## src/rtl/slider_pkg.sv

```systemverilog
// Shared constants and types for the 2x4 slider-puzzle board and its move controllers.
// Cell index layout: bit 2 = row, bits 1:0 = column.
package slider_pkg;

    localparam int unsigned CELL_W    = 3;
    localparam int unsigned NUM_CELLS = 8;

    localparam logic [1:0] DIR_UP    = 2'd0;
    localparam logic [1:0] DIR_DOWN  = 2'd1;
    localparam logic [1:0] DIR_LEFT  = 2'd2;
    localparam logic [1:0] DIR_RIGHT = 2'd3;

    typedef logic [CELL_W-1:0] cell_t;

    typedef enum logic [1:0] {
        StIdle,
        StIssue,
        StWait
    } state_t;

endpackage

```

## src/rtl/slider_move_sequencer_if.sv

```systemverilog
// Command, board and status signals between the move sequencer and its requesters/board.
// master = command side (requesters, sync source); slave = the sequencer.
interface slider_move_sequencer_if
    import slider_pkg::*;
#(
    parameter int unsigned MOVE_CNT_W = 16
);

    logic                  req0_valid;
    logic [1:0]            req0_dir;
    logic                  req0_ack;
    logic                  req0_nack;
    logic                  req1_valid;
    logic [1:0]            req1_dir;
    logic                  req1_ack;
    logic                  req1_nack;
    logic                  sync_valid;
    cell_t                 sync_pos;
    cell_t                 board_from;
    cell_t                 board_to;
    logic                  busy;
    cell_t                 blank_pos;
    logic [MOVE_CNT_W-1:0] move_count;

    modport master (
        output req0_valid, req0_dir, req1_valid, req1_dir, sync_valid, sync_pos,
        input  req0_ack, req0_nack, req1_ack, req1_nack,
        input  board_from, board_to, busy, blank_pos, move_count
    );

    modport slave (
        input  req0_valid, req0_dir, req1_valid, req1_dir, sync_valid, sync_pos,
        output req0_ack, req0_nack, req1_ack, req1_nack,
        output board_from, board_to, busy, blank_pos, move_count
    );

endinterface

```

## src/rtl/slider_neighbour.sv

```systemverilog
// Combinational neighbour lookup: blank cell + direction -> cell that would slide in,
// plus a legal flag that is low when the move leaves the 2x4 board.
module slider_neighbour
    import slider_pkg::*;
(
    input  cell_t      blank_i,
    input  logic [1:0] dir_i,
    output cell_t      neighbour_o,
    output logic       legal_o
);

    always_comb begin
        neighbour_o = blank_i;
        legal_o     = 1'b0;
        unique case (dir_i)
            DIR_UP: begin
                if (blank_i[2]) begin
                    neighbour_o = blank_i - cell_t'(4);
                    legal_o     = 1'b1;
                end
            end
            DIR_DOWN: begin
                if (!blank_i[2]) begin
                    neighbour_o = blank_i + cell_t'(4);
                    legal_o     = 1'b1;
                end
            end
            DIR_LEFT: begin
                if (blank_i[1:0] != 2'd0) begin
                    neighbour_o = blank_i - cell_t'(1);
                    legal_o     = 1'b1;
                end
            end
            DIR_RIGHT: begin
                if (blank_i[1:0] != 2'd3) begin
                    neighbour_o = blank_i + cell_t'(1);
                    legal_o     = 1'b1;
                end
            end
            default: begin
                neighbour_o = blank_i;
                legal_o     = 1'b0;
            end
        endcase
    end

endmodule

```

## src/rtl/slider_move_sequencer.sv

```systemverilog
// Round-robin move sequencer for the 2x4 slider board: arbitrates two direction requesters,
// range-checks against the tracked blank, and issues one from/to pair per legal move.
module slider_move_sequencer
    import slider_pkg::*;
#(
    parameter int unsigned MOVE_CNT_W = 16,
    parameter int unsigned INIT_BLANK = 0
) (
    input logic                      clock,
    input logic                      reset_n,
    slider_move_sequencer_if.slave   bus
);

    localparam cell_t InitBlank = cell_t'(INIT_BLANK);
    localparam logic [MOVE_CNT_W-1:0] CntOne = {{(MOVE_CNT_W-1){1'b0}}, 1'b1};

    state_t                state_q;
    logic                  rr_last_q;
    cell_t                 blank_q;
    cell_t                 from_q;
    cell_t                 to_q;
    logic [MOVE_CNT_W-1:0] count_q;
    logic                  busy_q;
    logic                  ack0_q;
    logic                  nack0_q;
    logic                  ack1_q;
    logic                  nack1_q;

    logic       elig0;
    logic       elig1;
    logic       any_req;
    logic       gnt;
    logic [1:0] gnt_dir;
    cell_t      nb_cell;
    logic       nb_legal;

    // A requester whose nack is on the wire this cycle has not yet seen it, so its still-high
    // valid is the old command; masking it avoids a duplicate nack.
    always_comb begin
        elig0   = bus.req0_valid & ~nack0_q;
        elig1   = bus.req1_valid & ~nack1_q;
        any_req = elig0 | elig1;
        gnt     = (elig0 & elig1) ? ~rr_last_q : elig1;
        gnt_dir = gnt ? bus.req1_dir : bus.req0_dir;
    end

    slider_neighbour u_neighbour (
        .blank_i     (blank_q),
        .dir_i       (gnt_dir),
        .neighbour_o (nb_cell),
        .legal_o     (nb_legal)
    );

    always_ff @(posedge clock) begin
        if (!reset_n) begin
            state_q   <= StIdle;
            rr_last_q <= 1'b1;
            blank_q   <= InitBlank;
            from_q    <= InitBlank;
            to_q      <= InitBlank;
            count_q   <= '0;
            busy_q    <= 1'b0;
            ack0_q    <= 1'b0;
            nack0_q   <= 1'b0;
            ack1_q    <= 1'b0;
            nack1_q   <= 1'b0;
        end else begin
            ack0_q  <= 1'b0;
            nack0_q <= 1'b0;
            ack1_q  <= 1'b0;
            nack1_q <= 1'b0;
            unique case (state_q)
                StIdle: begin
                    if (bus.sync_valid) begin
                        blank_q <= bus.sync_pos;
                        from_q  <= bus.sync_pos;
                        to_q    <= bus.sync_pos;
                    end else if (any_req) begin
                        rr_last_q <= gnt;
                        if (nb_legal) begin
                            from_q  <= nb_cell;
                            to_q    <= blank_q;
                            ack0_q  <= ~gnt;
                            ack1_q  <= gnt;
                            busy_q  <= 1'b1;
                            state_q <= StIssue;
                        end else begin
                            nack0_q <= ~gnt;
                            nack1_q <= gnt;
                        end
                    end
                end
                StIssue: begin
                    // The sliding tile's cell becomes the new blank; from==to parks the board.
                    blank_q <= from_q;
                    to_q    <= from_q;
                    count_q <= count_q + CntOne;
                    state_q <= StWait;
                end
                StWait: begin
                    busy_q  <= 1'b0;
                    state_q <= StIdle;
                end
                default: begin
                    busy_q  <= 1'b0;
                    state_q <= StIdle;
                end
            endcase
        end
    end

    assign bus.req0_ack   = ack0_q;
    assign bus.req0_nack  = nack0_q;
    assign bus.req1_ack   = ack1_q;
    assign bus.req1_nack  = nack1_q;
    assign bus.board_from = from_q;
    assign bus.board_to   = to_q;
    assign bus.busy       = busy_q;
    assign bus.blank_pos  = blank_q;
    assign bus.move_count = count_q;

endmodule

```

## src/flat_wrapper.sv

```systemverilog
// flat-port wrapper written by rule: the top's interface ports become plain ports
module slider_move_sequencer_flat import slider_pkg::*;
#(
    parameter int unsigned MOVE_CNT_W = 16,
    parameter int unsigned INIT_BLANK = 0
)
  (clock, reset_n, bus_req0_valid, bus_req0_dir, bus_req1_valid, bus_req1_dir, bus_sync_valid, bus_sync_pos, bus_req0_ack, bus_req0_nack, bus_req1_ack, bus_req1_nack, bus_board_from, bus_board_to, bus_busy, bus_blank_pos, bus_move_count);
  slider_move_sequencer_if #(.MOVE_CNT_W(MOVE_CNT_W)) bus_i ();
  input logic clock;
  input logic reset_n;
  input wire logic [$bits(bus_i.req0_valid)-1:0] bus_req0_valid;
  input wire logic [$bits(bus_i.req0_dir)-1:0] bus_req0_dir;
  input wire logic [$bits(bus_i.req1_valid)-1:0] bus_req1_valid;
  input wire logic [$bits(bus_i.req1_dir)-1:0] bus_req1_dir;
  input wire logic [$bits(bus_i.sync_valid)-1:0] bus_sync_valid;
  input wire logic [$bits(bus_i.sync_pos)-1:0] bus_sync_pos;
  output wire logic [$bits(bus_i.req0_ack)-1:0] bus_req0_ack;
  output wire logic [$bits(bus_i.req0_nack)-1:0] bus_req0_nack;
  output wire logic [$bits(bus_i.req1_ack)-1:0] bus_req1_ack;
  output wire logic [$bits(bus_i.req1_nack)-1:0] bus_req1_nack;
  output wire logic [$bits(bus_i.board_from)-1:0] bus_board_from;
  output wire logic [$bits(bus_i.board_to)-1:0] bus_board_to;
  output wire logic [$bits(bus_i.busy)-1:0] bus_busy;
  output wire logic [$bits(bus_i.blank_pos)-1:0] bus_blank_pos;
  output wire logic [$bits(bus_i.move_count)-1:0] bus_move_count;
  assign bus_i.req0_valid = bus_req0_valid;
  assign bus_i.req0_dir = bus_req0_dir;
  assign bus_i.req1_valid = bus_req1_valid;
  assign bus_i.req1_dir = bus_req1_dir;
  assign bus_i.sync_valid = bus_sync_valid;
  assign bus_i.sync_pos = bus_sync_pos;
  assign bus_req0_ack = bus_i.req0_ack;
  assign bus_req0_nack = bus_i.req0_nack;
  assign bus_req1_ack = bus_i.req1_ack;
  assign bus_req1_nack = bus_i.req1_nack;
  assign bus_board_from = bus_i.board_from;
  assign bus_board_to = bus_i.board_to;
  assign bus_busy = bus_i.busy;
  assign bus_blank_pos = bus_i.blank_pos;
  assign bus_move_count = bus_i.move_count;
  slider_move_sequencer #(.MOVE_CNT_W(MOVE_CNT_W), .INIT_BLANK(INIT_BLANK)) u_core (.clock(clock), .reset_n(reset_n), .bus(bus_i));
endmodule
```

## config.mk

```make
export PLATFORM = sky130hd
export DESIGN_NAME = slider_move_sequencer_flat
export DESIGN_NICKNAME = d
export VERILOG_FILES = /design/src/rtl/slider_pkg.sv /design/src/rtl/slider_move_sequencer_if.sv /design/src/rtl/slider_neighbour.sv /design/src/rtl/slider_move_sequencer.sv /design/src/flat_wrapper.sv
export SDC_FILE = /design/constraint.sdc
export NUM_CORES = 1
export LEC_CHECK = 0
export BUFFER_PORTS_ARGS = -buffer_cell sky130_fd_sc_hd__buf_2
export CAP_MARGIN = 10
export CORE_ASPECT_RATIO = 0.75
export CORE_MARGIN = 4
export CORE_UTILIZATION = 24
export DETAILED_ROUTE_END_ITERATION = 16
export GPL_ROUTABILITY_DRIVEN = 0
export PLACE_DENSITY = 0.44
export SYNTH_ARGS = -nofsm -noshare
export SYNTH_HDL_FRONTEND = slang
export SYNTH_SLANG_ARGS = --single-unit
```

## constraint.sdc

```tcl
create_clock -name clock -period 2.39 [get_ports clock]
set_clock_uncertainty 0.05 [all_clocks]
set_input_delay 0.3585 -clock clock [delete_from_list [all_inputs] [get_ports clock]]
set_output_delay 0.3585 -clock clock [all_outputs]
set_load 0.02 [all_outputs]
```

==> impl_metrics.csv, run 1 <==
group,metric,value,unit
power_and_ir_drop,p_sw_share,29.9,%
cts,hold_buffers,0,
die,start_util,25.0,%
layout,area_growth,22.8,%
synth,synthArstFlopShare,0,%
global_route,grt_max_degree,25,
route,drt-wirelength-per-cell,12.7,um
power_and_ir_drop,intPower,0.000874,W
route,vias,1494,
synth,ys_ff_latch,33,
cts,post-cts-setup-buffers,0,
worst_setup_path,cp.depth,6,
die,ios,42,
run,max_cap_violations,0,
synth,ys_types,46,
die,dieWidth,106,um
timing,tightestPinTransition,628,ps
worst_setup_path,critical_path.slowest_cell,"nor4_2",
cts,cts_tree,"built",
layout,multi_input_area,987,sq um
worst_setup_path,r2r_cells,6,
timing,slew_headroom,57.8,%
cts,cts_resized,0,
timing,finalSetupTns,0,ps
synth,ys_seq_area_share,38.5,%
hold_path,hp-class,"reg -> reg",
worst_setup_path,crit_fanout,6,
power_and_ir_drop,power.switching,0.000373,W
power_and_ir_drop,total_power,0.00125,W
synth,post_synth_instance_area,0.00172,sq mm
run_status,run_status,"complete, no violations",
die,coreArea,0.00686,sq mm
global_route,grt_pass1_wl,7110,um
layout,n_antenna_cell,0,
die,row_count,26,
global_route,grt_pass1_vias,1412,
worst_setup_path,ff2ff_setup_slack,420,ps
worst_setup_path,path_cells,"and3b_1, o21ai_2, a21oi_2, nor4_2, o311ai_1, o41ai_1",
power_and_ir_drop,vdd_ir_drop_max,0.207,mV
worst_setup_path,cpLargestDelayFamily,"simple AND/OR/NAND/NOR gates",
timing,final_hold_viol_count,0,
worst_setup_path,worst-endpoint-required,2520,ps
power_and_ir_drop,power_frac_seq,48.6,%
layout,drive_gt1_share,26.1,%
timing,grt_setup_unrepaired,"no",
synth,yosysWarnings,0,
place,port_buffers,41,
layout,nNetsFinal,253,
timing,period_needed,1970,ps
worst_setup_path,cpPeakStageDelay,600,ps
route,post_drt_via_cell_ratio,4.41,
cts,path_clk_slew,70,ps
worst_setup_path,startpoint_type,"flip-flop",
cts,cts_buffers,5,
die,fp.dieH,81.2,um
layout,fillers,756,
power_and_ir_drop,cellLeakagePower,0.952,nW
global_route,grt.overflow.total,0,
timing,setup_viol,0,
layout,seq_area,661,sq um
route,routed_wl,4300,um
timing,hold_ws,412,ps
cts,h-tree-depth,2,
timing,maxSlewViolCount,0,
route,detail_route.first_pass.iterations,4,
layout,layout_commonest_cell,"buf_2",
synth,synth_edf_count,0,
worst_setup_path,worstPathArrival,2100,ps
cts,insertion_delay,280,ps
power_and_ir_drop,p_clk_share,32.1,%
timing,fin_crit_sh,82.4,%
synth,synth_area_per_cell,8.66,sq um
worst_setup_path,worst-path-buf-inv,0,
synth,synth_flop_cell,"dfxtp_1",
worst_setup_path,path_class,"reg -> reg",
timing,fmax,508,MHz
die,die_area,0.00858,sq mm
power_and_ir_drop,comb_power_share,19.3,%
global_route,grt_usage,10.5,%
place,dp_hpwl,3260,um
route,postRouteAntennaNets,0,
power_and_ir_drop,p_per_area,592,mW/mm^2
layout,mostFrequentLayoutCells,"41 x buf_2, 33 x dfxtp_1, 23 x nand2_1",
hold_path,min_path_cells,2,
global_route,antenna_found_initial,0,
cts,clock-root-buffer,"clkbuf_8",
worst_setup_path,crit_path_end_kind,"flip-flop",
route,drt_iter0_drc,74,
cts,clock-sinks,33,
synth,syn-num-nets,211,
route,drcViolationCount,0,
cts,cts.path.max_buffers,2,
synth,syn_inst,198,
## through the flow
stage | worst slack [ps] | util, % | instance area, sq um | std cells
2_1_floorplan | 486 | - | 1720 | 198
3_3_place_gp | 345 | 29.5 | 2020 | 331
3_5_place_dp | 320 | 29.5 | 2020 | 331
4_1_cts | 418 | 30.7 | 2110 | 339
5_1_grt | 188 | 30.7 | 2110 | 339
6_report | 421 | 30.7 | 2110 | 339
## registers in the layout, indices dropped and copies added (netlist names), 2 cells and up
register,flops
u_core.state_q,2
u_core.bus.board_to,3
u_core.bus.move_count,16
u_core.bus.board_from,3
u_core.bus.blank_pos,3
## power by group through the flow
stage                     Sequential, W  Clock (W)  Combinational (W)
after global placement         0.000619          0           0.000242
after detailed placement       0.000618          0           0.000241
final                          0.000606   0.000401           0.000240
after global routing           0.000611   0.000448           0.000267
after floorplan                0.000638          0           0.000149
after CTS                      0.000606   0.000424           0.000242
## cells in the mapped netlist, drive strengths merged (2+ instances only)
| cell type | n | area share (%) |
|---|---|---|
| o211ai | 3 | 1.3 |
| inv | 7 | 1.5 |
| nand3 | 7 | 2.0 |
| o41ai | 3 | 1.5 |
| clkbuf | 8 | 1.8 |
| nand2 | 23 | 5.0 |
| a21oi | 7 | 2.3 |
| nor2b | 2 | 0.88 |
| o311a | 2 | 1.8 |
| and3b | 2 | 1.0 |
| and2 | 15 | 5.5 |
| xor2 | 4 | 2.0 |
| o311ai | 3 | 1.5 |
| nor2 | 16 | 3.5 |
| nor3 | 3 | 0.88 |
| o211a | 3 | 1.8 |
| a211oi | 2 | 1.2 |
| and3 | 6 | 2.8 |
| dfxtp | 33 | 39 |
| a21boi | 5 | 2.8 |
| nand2b | 2 | 0.73 |
| o21ai | 11 | 3.4 |
| or3 | 2 | 0.73 |
| mux2i | 4 | 2.3 |
| nand3b | 3 | 1.5 |
| nand4 | 2 | 0.73 |
| xnor2 | 9 | 4.6 |
## worst register-to-register path: stages, from the launching register on
cell and delay (ps):
dfxtp_1 370, and3b_1 210, o21ai_2 280, a21oi_2 130, nor4_2 600, o311ai_1 150, o41ai_1 90
## cell families after synthesis
group / after synthesis / share of synthesized area (%)
and+or+nand+nor: 87 / 27.4
muxes: 4 / 2.33
xor gates and xnor gates: 13 / 6.64
buffers and inverters: 16 / 3.94
DFF: 33 / 38.5
AOI/OAI and AO/OA: 44 / 20.5
adders and majority gates: 1 / 0.729
## path summary, 6_finish.rpt
check | startpoint | end
worst min-delay path | u_core.bus.board_to[1] | u_core.bus.board_to[1]
worst min register to register | u_core.bus.board_to[1] | u_core.bus.board_to[1]
worst max register to register | u_core.bus.req0_nack | u_core.bus.board_to[0]
worst max-delay path | u_core.bus.req0_nack | u_core.bus.board_to[0]
## cell type report
cell class | instances | share of cell area [%]
clock inverter | 2 | 0.475
clock buffer | 6 | 3.44
timing repair buffer | 44 | 10.8
tap | 98 | 5.82
inverter | 7 | 1.25
multi-input combinational | 149 | 46.9
sequential | 33 | 31.4
## routing by layer
metal	vias to the layer above	global-route usage [%]	part of all wire, %
li1	782	-	-
met1	676	16.2	57
met2	31	13.3	36
met3	5	3.49	5.6
met4	0	3.10	1.1
met5	-	0	0
Note: power is estimated with default switching activity, not from simulation.
==> run 2: changes to the inputs <==
--- a/config.mk
+++ b/config.mk
@@ -12,7 +12,7 @@
 export CORE_UTILIZATION = 24
 export DETAILED_ROUTE_END_ITERATION = 16
 export GPL_ROUTABILITY_DRIVEN = 0
-export PLACE_DENSITY = 0.44
+export PLACE_DENSITY = 0.46
 export SYNTH_ARGS = -nofsm -noshare
 export SYNTH_HDL_FRONTEND = slang
 export SYNTH_SLANG_ARGS = --single-unit
==> constraint.sdc (replaced) <==
create_clock -name clock -period 1.63 [get_ports clock]
set_clock_uncertainty 0.05 [all_clocks]
set_input_delay 0.2445 -clock clock [delete_from_list [all_inputs] [get_ports clock]]
set_output_delay 0.2445 -clock clock [all_outputs]
set_load 0.02 [all_outputs]
==> run 2 against run 1 <==
Critical path type unchanged. Total power up 55%. Utilization up 3.8 points. The flow now finishes with violations (negative setup slack). Critical endpoint is now u_core.bus.board_from[2]. Non-clock buffer count up 20. Maximum frequency up 9.8%.
==> impl_metrics.csv, run 2 (synthesized netlist as in run 1, its figures left out) <==
group,metric,value,unit
power_and_ir_drop,vdd_ir_drop_max,0.288,mV
run_status,violations,"negative setup slack",
route,drt-wirelength-per-cell,12.1,um
worst_setup_path,path_cells,"and2b_2, a21boi_4, o2bb2ai_4, o311a_4, o311a_1",
timing,timing.final.ws_setup,-164,ps
cts,cts_tree,"built",
route,drcViolationCount,0,
die,die_area,0.00858,sq mm
worst_setup_path,startpoint_type,"flip-flop",
cts,h-tree-depth,2,
layout,layout_commonest_cell,"buf_2",
worst_setup_path,path_class,"reg -> reg",
timing,period_needed,1790,ps
route,met2WireLength,1810,um
place,pre_cts_ws,-166,ps
place,dp_hpwl,3350,um
die,coreArea,0.00686,sq mm
hold_path,hp-class,"in -> reg",
route,wl_met1,2280,um
route,drt_iter0_drc,65,
die,row_count,26,
cts,insertion_delay,290,ps
run_status,run_status,"finished with violations",
layout,fillers,740,
worst_setup_path,worst-endpoint-required,1750,ps
global_route,grt_pass1_wl,7260,um
route,postRouteAntennaNets,0,
route,post_drt_via_cell_ratio,4.37,
timing,grt_setup_unrepaired,"yes",
worst_setup_path,cpPeakStageDelay,380,ps
route,top_layer,"met4",
global_route,grt_pass1_vias,1565,
die,fp.dieH,81.2,um
worst_setup_path,worstPathArrival,1920,ps
timing,fmax,558,MHz
layout,mostFrequentLayoutCells,"41 x buf_2, 26 x dfxtp_1, 22 x nand2_1, 22 x buf_4",
layout,largest_register_ffs,16,
power_and_ir_drop,p_per_area,815,mW/mm^2
cts,cts_buffers,5,
route,routed_wl,4350,um
run,max_cap_violations,0,
worst_setup_path,cpLargestDelayFamily,"compound AO/OA/AOI/OAI gates",
layout,n_antenna_cell,0,
timing,maxSlewViolCount,0,
cts,hold_buffers,0,
timing,tightestPinTransition,428,ps
layout,nNetsFinal,273,
worst_setup_path,worst-path-buf-inv,0,
timing,slew_headroom,71.5,%
global_route,antenna_found_initial,0,
route,met3_length,224,um
layout,drive_gt1_share,39.8,%
timing,final_hold_viol_count,0,
timing,setup_viol,12,
worst_setup_path,crit_fanout,4,
layout,final_cell_area,0.00237,sq mm
layout,area_growth,38.0,%
route,detail_route.first_pass.iterations,4,
cts,path_clk_slew,70,ps
cts,clock-root-buffer,"clkbuf_8",
global_route,grt.overflow.total,0,
power_and_ir_drop,cellLeakagePower,1.07,nW
cts,cts.path.max_buffers,2,
place,place_area,0.00221,sq mm
cts,clock-sinks,33,
place,port_buffers,41,
worst_setup_path,critical_path.slowest_cell,"o311a_4",
die,dieWidth,106,um
die,ios,42,
global_route,grt_usage,10.6,%
timing,fin_crit_sh,110,%
die,start_util,25.0,%
global_route,grt_max_degree,25,
worst_setup_path,crit_path_end_kind,"flip-flop",
route,vias,1569,
[run 2: changes by cell type in the layout (fill, tap and decap cells not counted), sizes merged]
cell / change
buf: +20
clkbuf: -1
clkinvlp: +1
[run 2: per-layer routing]
metal  track usage [%]  vias to the layer above
li1                  -                      823
met1              14.3                      707
met2              16.5                       34
met3              3.18                        5
met4              3.10                        0
met5                 0                        -
[run 2: final cells by class]
type | instances | area (sq um) | area share (%)
well taps | 98 | 123 | 5.18
inverters | 7 | 26.3 | 1.11
multi-input cells | 149 | 1080 | 45.5
flip-flops and latches | 33 | 674 | 28.5
repair buffers | 64 | 382 | 16.1
clock buffers | 5 | 68.8 | 2.91
clock inverters | 3 | 17.5 | 0.740
[run 2: path summary, 6_finish.rpt]
path                                   end  cells past startpoint                    from  slack, ps
setup / recovery  u_core.bus.board_from[2]                      5    u_core.bus.req1_nack       -160
hold / removal            u_core.rr_last_q                      2                 reset_n        310
setup reg to reg  u_core.bus.board_from[2]                      5    u_core.bus.req1_nack       -160
hold reg to reg     u_core.bus.board_to[1]                      2  u_core.bus.board_to[1]        410
[run 2: report_power, final]
part	leakage, nW	switching (W)	total [W]	internal [W]
Clock	0.0439	0.000316	0.000610	0.000295
Combinational	0.756	0.000248	0.000443	0.000195
Sequential	0.272	0.0000300	0.000875	0.000845
[run 2: metrics by stage]
stage	util (%)	TNS [ps]	power, W	cells	hold WS (ps)
6_report	34.5	-1070	0.00193	359	313
5_1_grt	34.5	-2200	0.00205	359	352
4_1_cts	34.1	-1100	0.00196	358	306
3_5_place_dp	32.1	-1380	0.00131	349	392
3_3_place_gp	32.1	-1100	0.00131	349	393
2_1_floorplan	-	-601	0.00116	198	458
[run 2: repair_timing]
| action | 4_1_cts | 5_1_grt |
|---|---|---|
| resized for setup | 10 | 9 |
| setup buffers | 1 | 1 |
| pin swaps | 0 | 1 |
| setup endpoints to repair | 13 | 16 |
